**src/rtl/microsequencer.sv**
```systemverilog
// LC-3b microsequencer: registered next-state engine producing stateID for the control store.
// Optional USEQ_STALL_CNT_EN adds a saturating memory-wait cycle counter on port stall_cnt.
module microsequencer #(
  parameter int CNT_W = 16
) (
  input  logic             clk,
  input  logic             rst,
  input  logic [3:0]       ir_opcode,
  input  logic             ben,
  input  logic             mem_ready,
  output logic [5:0]       stateID,
  output logic             illegal,
  output logic [CNT_W-1:0] instr_retired
`ifdef USEQ_STALL_CNT_EN
  ,
  output logic [CNT_W-1:0] stall_cnt
`endif
);

  // state       | meaning
  // ------------+---------------------------------------------
  // FETCH   18  | MAR<-PC, PC<-PC+2
  // MEMRD   33  | wait for memory ready
  // LDIR    35  | load IR from MDR
  // DECODE  32  | dispatch on ir_opcode
  // BR       0  | branch, test ben
  // BRTAKEN 22  | PC<-PC+offset
  // ADD/AND/XOR/JMP/SHF/LEA (1/5/9/12/13/14) | single-cycle execute
  // TRAPHALT 63 | unsupported opcode or corrupt state, held until rst
  typedef enum logic [5:0] {
    S_BR       = 6'd0,
    S_ADD      = 6'd1,
    S_AND      = 6'd5,
    S_XOR      = 6'd9,
    S_JMP      = 6'd12,
    S_SHF      = 6'd13,
    S_LEA      = 6'd14,
    S_FETCH    = 6'd18,
    S_BRTAKEN  = 6'd22,
    S_DECODE   = 6'd32,
    S_MEMRD    = 6'd33,
    S_LDIR     = 6'd35,
    S_TRAPHALT = 6'd63
  } state_t;

  // Plain vector so that any encoding, including a corrupted one, is representable.
  logic [5:0] state_q;
  logic [5:0] state_d;
  logic       retire;

  always_ff @(posedge clk) begin
    if (rst) begin
      state_q <= S_FETCH;
    end else begin
      state_q <= state_d;
    end
  end

  always_comb begin
    state_d = S_TRAPHALT;
    retire  = 1'b0;
    case (state_q)
      S_FETCH:  state_d = S_MEMRD;
      S_MEMRD:  state_d = mem_ready ? S_LDIR : S_MEMRD;
      S_LDIR:   state_d = S_DECODE;
      S_DECODE: begin
        case (ir_opcode)
          4'd0, 4'd1, 4'd5, 4'd9, 4'd12, 4'd13, 4'd14: state_d = {2'b00, ir_opcode};
          default:                                     state_d = S_TRAPHALT;
        endcase
      end
      S_BR: begin
        if (ben) begin
          state_d = S_BRTAKEN;
        end else begin
          state_d = S_FETCH;
          retire  = 1'b1;
        end
      end
      S_BRTAKEN, S_ADD, S_AND, S_XOR, S_JMP, S_SHF, S_LEA: begin
        state_d = S_FETCH;
        retire  = 1'b1;
      end
      S_TRAPHALT: state_d = S_TRAPHALT;
      default:    state_d = S_TRAPHALT;
    endcase
  end

  always_ff @(posedge clk) begin
    if (rst) begin
      illegal <= 1'b0;
    end else if (state_d == S_TRAPHALT) begin
      illegal <= 1'b1;
    end
  end

  always_ff @(posedge clk) begin
    if (rst) begin
      instr_retired <= '0;
    end else if (retire) begin
      instr_retired <= instr_retired + CNT_W'(1);
    end
  end

`ifdef USEQ_STALL_CNT_EN
  always_ff @(posedge clk) begin
    if (rst) begin
      stall_cnt <= '0;
    end else if ((state_q == S_MEMRD) && !mem_ready && (stall_cnt != '1)) begin
      stall_cnt <= stall_cnt + CNT_W'(1);
    end
  end
`endif

  assign stateID = state_q;

endmodule

```
**config.mk**
```make
export PLATFORM = sky130hd
export DESIGN_NAME = microsequencer
export DESIGN_NICKNAME = d
export VERILOG_FILES = /design/src/rtl/microsequencer.sv
export SDC_FILE = /design/constraint.sdc
export NUM_CORES = 1
export LEC_CHECK = 0
export CORE_MARGIN = 4
export CORE_UTILIZATION = 30
export CTS_BUF_LIST = sky130_fd_sc_hd__clkbuf_4
export CTS_CLUSTER_SIZE = 16
export DETAILED_ROUTE_END_ITERATION = 8
export PLACE_DENSITY = 0.58
export RECOVER_POWER = 25
export SYNTH_ARGS = -nofsm -noshare
export SYNTH_HDL_FRONTEND = slang
export SYNTH_SLANG_ARGS = --single-unit
```
**constraint.sdc**
```tcl
create_clock -name clk -period 1.9 [get_ports clk]
set_clock_uncertainty 0.1 [all_clocks]
set_input_delay 0.38 -clock clk [delete_from_list [all_inputs] [get_ports clk]]
set_output_delay 0.38 -clock clk [all_outputs]
set_load 0.1 [all_outputs]
```
Word level (Yosys, flattened, before mapping)
Cells that the tools add are included.
- equal/unequal tests: 18
- reduce and logical (&&, ||, !) cells: 4
- muxes and demuxes: 6
- $add $sub $neg: 1
- operators with widths (cell ; count):
    $pmux 6 s6 ; 1
    $eq 6x4->1 const B ; 4
    $eq 6x6->1 const B ; 4
    $add 16x1->16 const B ; 1
    $eq 4x4->1 const B ; 4
    $reduce_or 7->1 ; 2
    $eq 6x5->1 const B ; 2
    $eq 6x1->1 const B ; 1
    $eq 6x3->1 const B ; 1
    $logic_not 6->1 ; 1
    $mux 6 ; 1
    $eq 4x1->1 const B ; 1
    $eq 4x3->1 const B ; 1
    $logic_not 4->1 ; 1
    $mux 3 ; 1
    $mux 2 ; 1
    $pmux 1 s2 ; 1
    $mux 1 ; 1
- flip-flop bits (word level): 23
- logic and storage cells: 32
- input bits: 8
- output and inout port bits: 23

Logic depth before layout (Yosys ltp)
- depth after elaboration: 5
- depth in mapped cells: 7

Worst setup path before layout
No wires, ideal clock.
- path type: reg2reg
- start point: reg instr_retired[2]
- end point: reg instr_retired[11]
- required time: 1677 ps
- period minus slack after synthesis: 2353 ps
- stages on the path, launching flop included: 6
- setup slack: -453 ps
- path buffers: 1
- arrival time: 2130 ps
- setup time: 123 ps
- cells stage by stage: dfxtp_1 clkbuf_2 nand3_1 a21oi_1 nand3_1 mux2_1
- word-level cells in the longest chain between the ends: 1
- ends and longest elaborated chain (item ; line ; source):
    start, declared ; 13 ; output logic [CNT_W-1:0] instr_retired
    start signal, assigned ; 101 ; instr_retired <= instr_retired + CNT_W'(1);
    $add 16x1->16 ; 101 ;
No other way between the ends.
A chain may end at the register's enable or synchronous reset.

Final worst setup path
- start point: in ben
- end point: reg instr_retired[13]
- word-level cells in the longest chain between the ends: 2
- ends and longest elaborated chain (item ; line ; source):
    start, declared ; 9 ; input logic ben,
    $mux 1 ; 73 ; if (ben) begin
    $pmux 1 s2 ; 62 ; case (state_q)
No other way between the ends.

==> flow_metrics.env <==
export IMPL_min_to="illegal"
export IMPL_min_path_type="flip-flop to flip-flop"
export IMPL_synth_nets=150
export IMPL_p_int_w=0.000702
export IMPL_synth_top_area_share=0.364
export IMPL_fp_row_count=23
export IMPL_synth_cells=141
export IMPL_dp_hpwl_um=2390
export IMPL_final_hold_viol_count=0
export IMPL_tns_ns=0
export IMPL_status="completed"
export IMPL_grt_overflow=0
export IMPL_num_vias=1137
export IMPL_ys_types=42
export IMPL_r2r_end="instr_retired[11]"
export IMPL_reg2reg_from="stateID[4]"
export IMPL_setup_violations=0
export IMPL_path_max_fanout=4
export IMPL_post_cts_setup_buffers=0
export IMPL_grt_usage=0.121
export IMPL_critPathKind="input pin to flip-flop"
export IMPL_die_area_mm2=0.00532
export IMPL_first_iter_violations=47
export IMPL_area_growth_pct=51.4
export IMPL_syn_cell_area_mm2=0.00127
export IMPL_routed_via_density=4.88
export IMPL_gp_congestion=0.870
export IMPL_cts_tree="built"
export IMPL_grt_max_degree=13
export IMPL_clkPwrFrac=0.226
export IMPL_synth_edf_count=0
export IMPL_ir_drop_uv=161
export IMPL_drv_slew=0
export IMPL_holdBufCountCts=0
export IMPL_max_freq_mhz=564
export IMPL_dp_cells=229
export IMPL_hold_depth=2
export IMPL_ys_seq_elements=23
export IMPL_cts_root_buffer="clkbuf_4"
export IMPL_initial_utilization=0.314
export IMPL_cts_sinks=23
export IMPL_combPwrFrac=0.283
export IMPL_syn_area_per_cell_um2=8.98
export IMPL_fin_crit_ns=1.77
export IMPL_cap_violations=0
export IMPL_worst_slew_pin_slew_ns=0.545
export IMPL_cts_buffers=3
export IMPL_dieHeight_um=73.0
export IMPL_wl_per_cell_um=13.2
export IMPL_synth_area_leaders="dfxtp_1, xnor2_1, nor2_1, a211oi_2, a21oi_1"
export IMPL_dr_pass1_iters=4
export IMPL_final_nets=193
export IMPL_ys_flop_type="dfxtp_1"
export IMPL_async_flop_share=0
export IMPL_switching_share=0.337
export IMPL_endpoint_kind="flip-flop"
export IMPL_yosysTopAreaCell="dfxtp_1"
export IMPL_path_clk_slew_ns=0.12
export IMPL_die_w_um=73.0
export IMPL_cts_max_level=1
export IMPL_diodes=0
export IMPL_max_slew_margin_rel=0.638
export IMPL_cts_resized=0
export IMPL_min_from="illegal"
export IMPL_clkLatencyLatePin_ns=0.31
export IMPL_wirelength_um=3070
export IMPL_stdcell_count=233
export IMPL_yosysSeqAreaShare=0.364
export IMPL_dpl_worst_slack_ns=-0.196
export IMPL_core_mm2=0.00403
export IMPL_drc=0
export IMPL_r2r_setup_slack_ns=0.14
export IMPL_rsz0062_at_grt="no"
export IMPL_clockBufferDepth=2
export IMPL_pwr_share_seq=0.491
export IMPL_start_kind="input pin"
export IMPL_arrival_ns=1.89
export IMPL_timing_final_ws_setup_ns=0.127
export IMPL_grt_pass1_vias=1139
export IMPL_fin_crit_sh=0.933
export IMPL_drive_gt1_frac=0.399
export IMPL_yosysWarnings=0
export IMPL_drtAntennaViolNets=0
export IMPL_required_ns=2.01
export IMPL_p_leak_nw=0.672
export IMPL_antenna_found_initial=0
export IMPL_pin_count=31
export IMPL_holdWs_ns=0.354
export IMPL_worst_r2r_cell_count=6
export IMPL_port_buffers=30
export IMPL_switchingPower_w=0.000356
export IMPL_grt_pass1_wl_um=5070
export IMPL_power_per_cell_area_mw_per_mm2=552
==> flip-flops by register name, indices dropped and copies added (netlist names) <==
name / flops
instr_retired: 16
stateID: 6
illegal: 1
==> per-stage QoR <==
step / power, W / util / area, µm²
4_1_cts: 0.00109 / 0.496 / 2000
6_report: 0.00106 / 0.476 / 1920
3_3_place_gp: 0.000843 / 0.488 / 1970
2_1_floorplan: 0.000725 / - / 1310
3_5_place_dp: 0.000846 / 0.488 / 1970
5_1_grt: 0.00110 / 0.476 / 1920
==> cell usage in the layout (no fill, tap or decap), types with 3 or more instances in the layout <==
master           Yosys  layout
a2111oi_2            3       3
a211oi_2             5       5
a21oi_1              9       9
buf_12               0      18
buf_4                2      16
clkbuf_2             1       5
clkbuf_4             0       4
clkdlybuf4s50_1      0       7
dfxtp_1             23       7
dfxtp_2              0       9
dfxtp_4              0       7
inv_1                4       4
nand2_1              9       9
nand3_1              7       7
nor2_1              20      20
nor2b_1              5       5
o21ai_0              3       3
xnor2_1             14      14
==> final cells by class <==
type,instances,area [µm²]
fillers,379,2110
repair buffers,46,576
clock buffers,4,30.0
well taps,50,62.6
flip-flops and latches,23,498
multi-input cells,106,736
inverters,4,15.0
==> power groups by stage <==
stage,combinational [W],sequential [W],clock [W]
after floorplan,0.0000899,0.000635,0
after global placement,0.000311,0.000532,0
after detailed placement,0.000313,0.000533,0
after CTS,0.000314,0.000522,0.000250
after global routing,0.000315,0.000523,0.000262
final,0.000299,0.000519,0.000239
==> metal layers <==
| metal | GRT usage | wire (µm) |
|---|---|---|
| met2 | 0.212 | 1460 |
| met5 | 0 | 0 |
| met3 | 0.0234 | 149 |
| met1 | 0.144 | 1420 |
| met4 | 0.0512 | 46 |
==> critical path: stages <==
cell and delay [ns]:
clkdlybuf4s50_1 0.44, nor3_1 0.19, o21ai_2 0.10, buf_4 0.16, a2111oi_2 0.41, xnor2_1 0.16, nor2_1 0.05
==> how the worst max path moves through the flow <==
stage | startpoint | endpoint | slack, ns
finish | ben | instr_retired[13] | 0.13
global route | ben | instr_retired[9] | 0.002
CTS | ben | instr_retired[9] | 0.13
detailed placement | ben | instr_retired[9] | -0.20
global placement | ben | instr_retired[13] | -0.17
floorplan | stateID[4] | instr_retired[11] | 0.01
==> cell families (layout without fill, tap and decap cells) <==
family                     Yosys count  after routing  synth area share
AOI/OAI and AO/OA                   32             32             0.211
DFF                                 23             23             0.364
muxes                                2              2            0.0168
adders and majority gates            1              1           0.00988
and+or+nand+nor                     57             57             0.246
xor gates and xnor gates            14             14            0.0968
buffers and inverters               12             54            0.0553
==> synth_stat cells (2+ instances only) <==
master / count
dfxtp_1: 23
nand4_1: 2
buf_4: 2
clkbuf_1: 2
nand2_1: 9
xnor2_1: 14
nand2b_1: 2
a2111oi_2: 3
nand3_1: 7
and4_1: 2
inv_1: 4
nor2_1: 20
buf_6: 2
o21ai_2: 2
o21ai_0: 3
a211oi_2: 5
a21o_1: 2
nor2b_1: 5
a21oi_1: 9
Power figures use the tool's default switching activity.
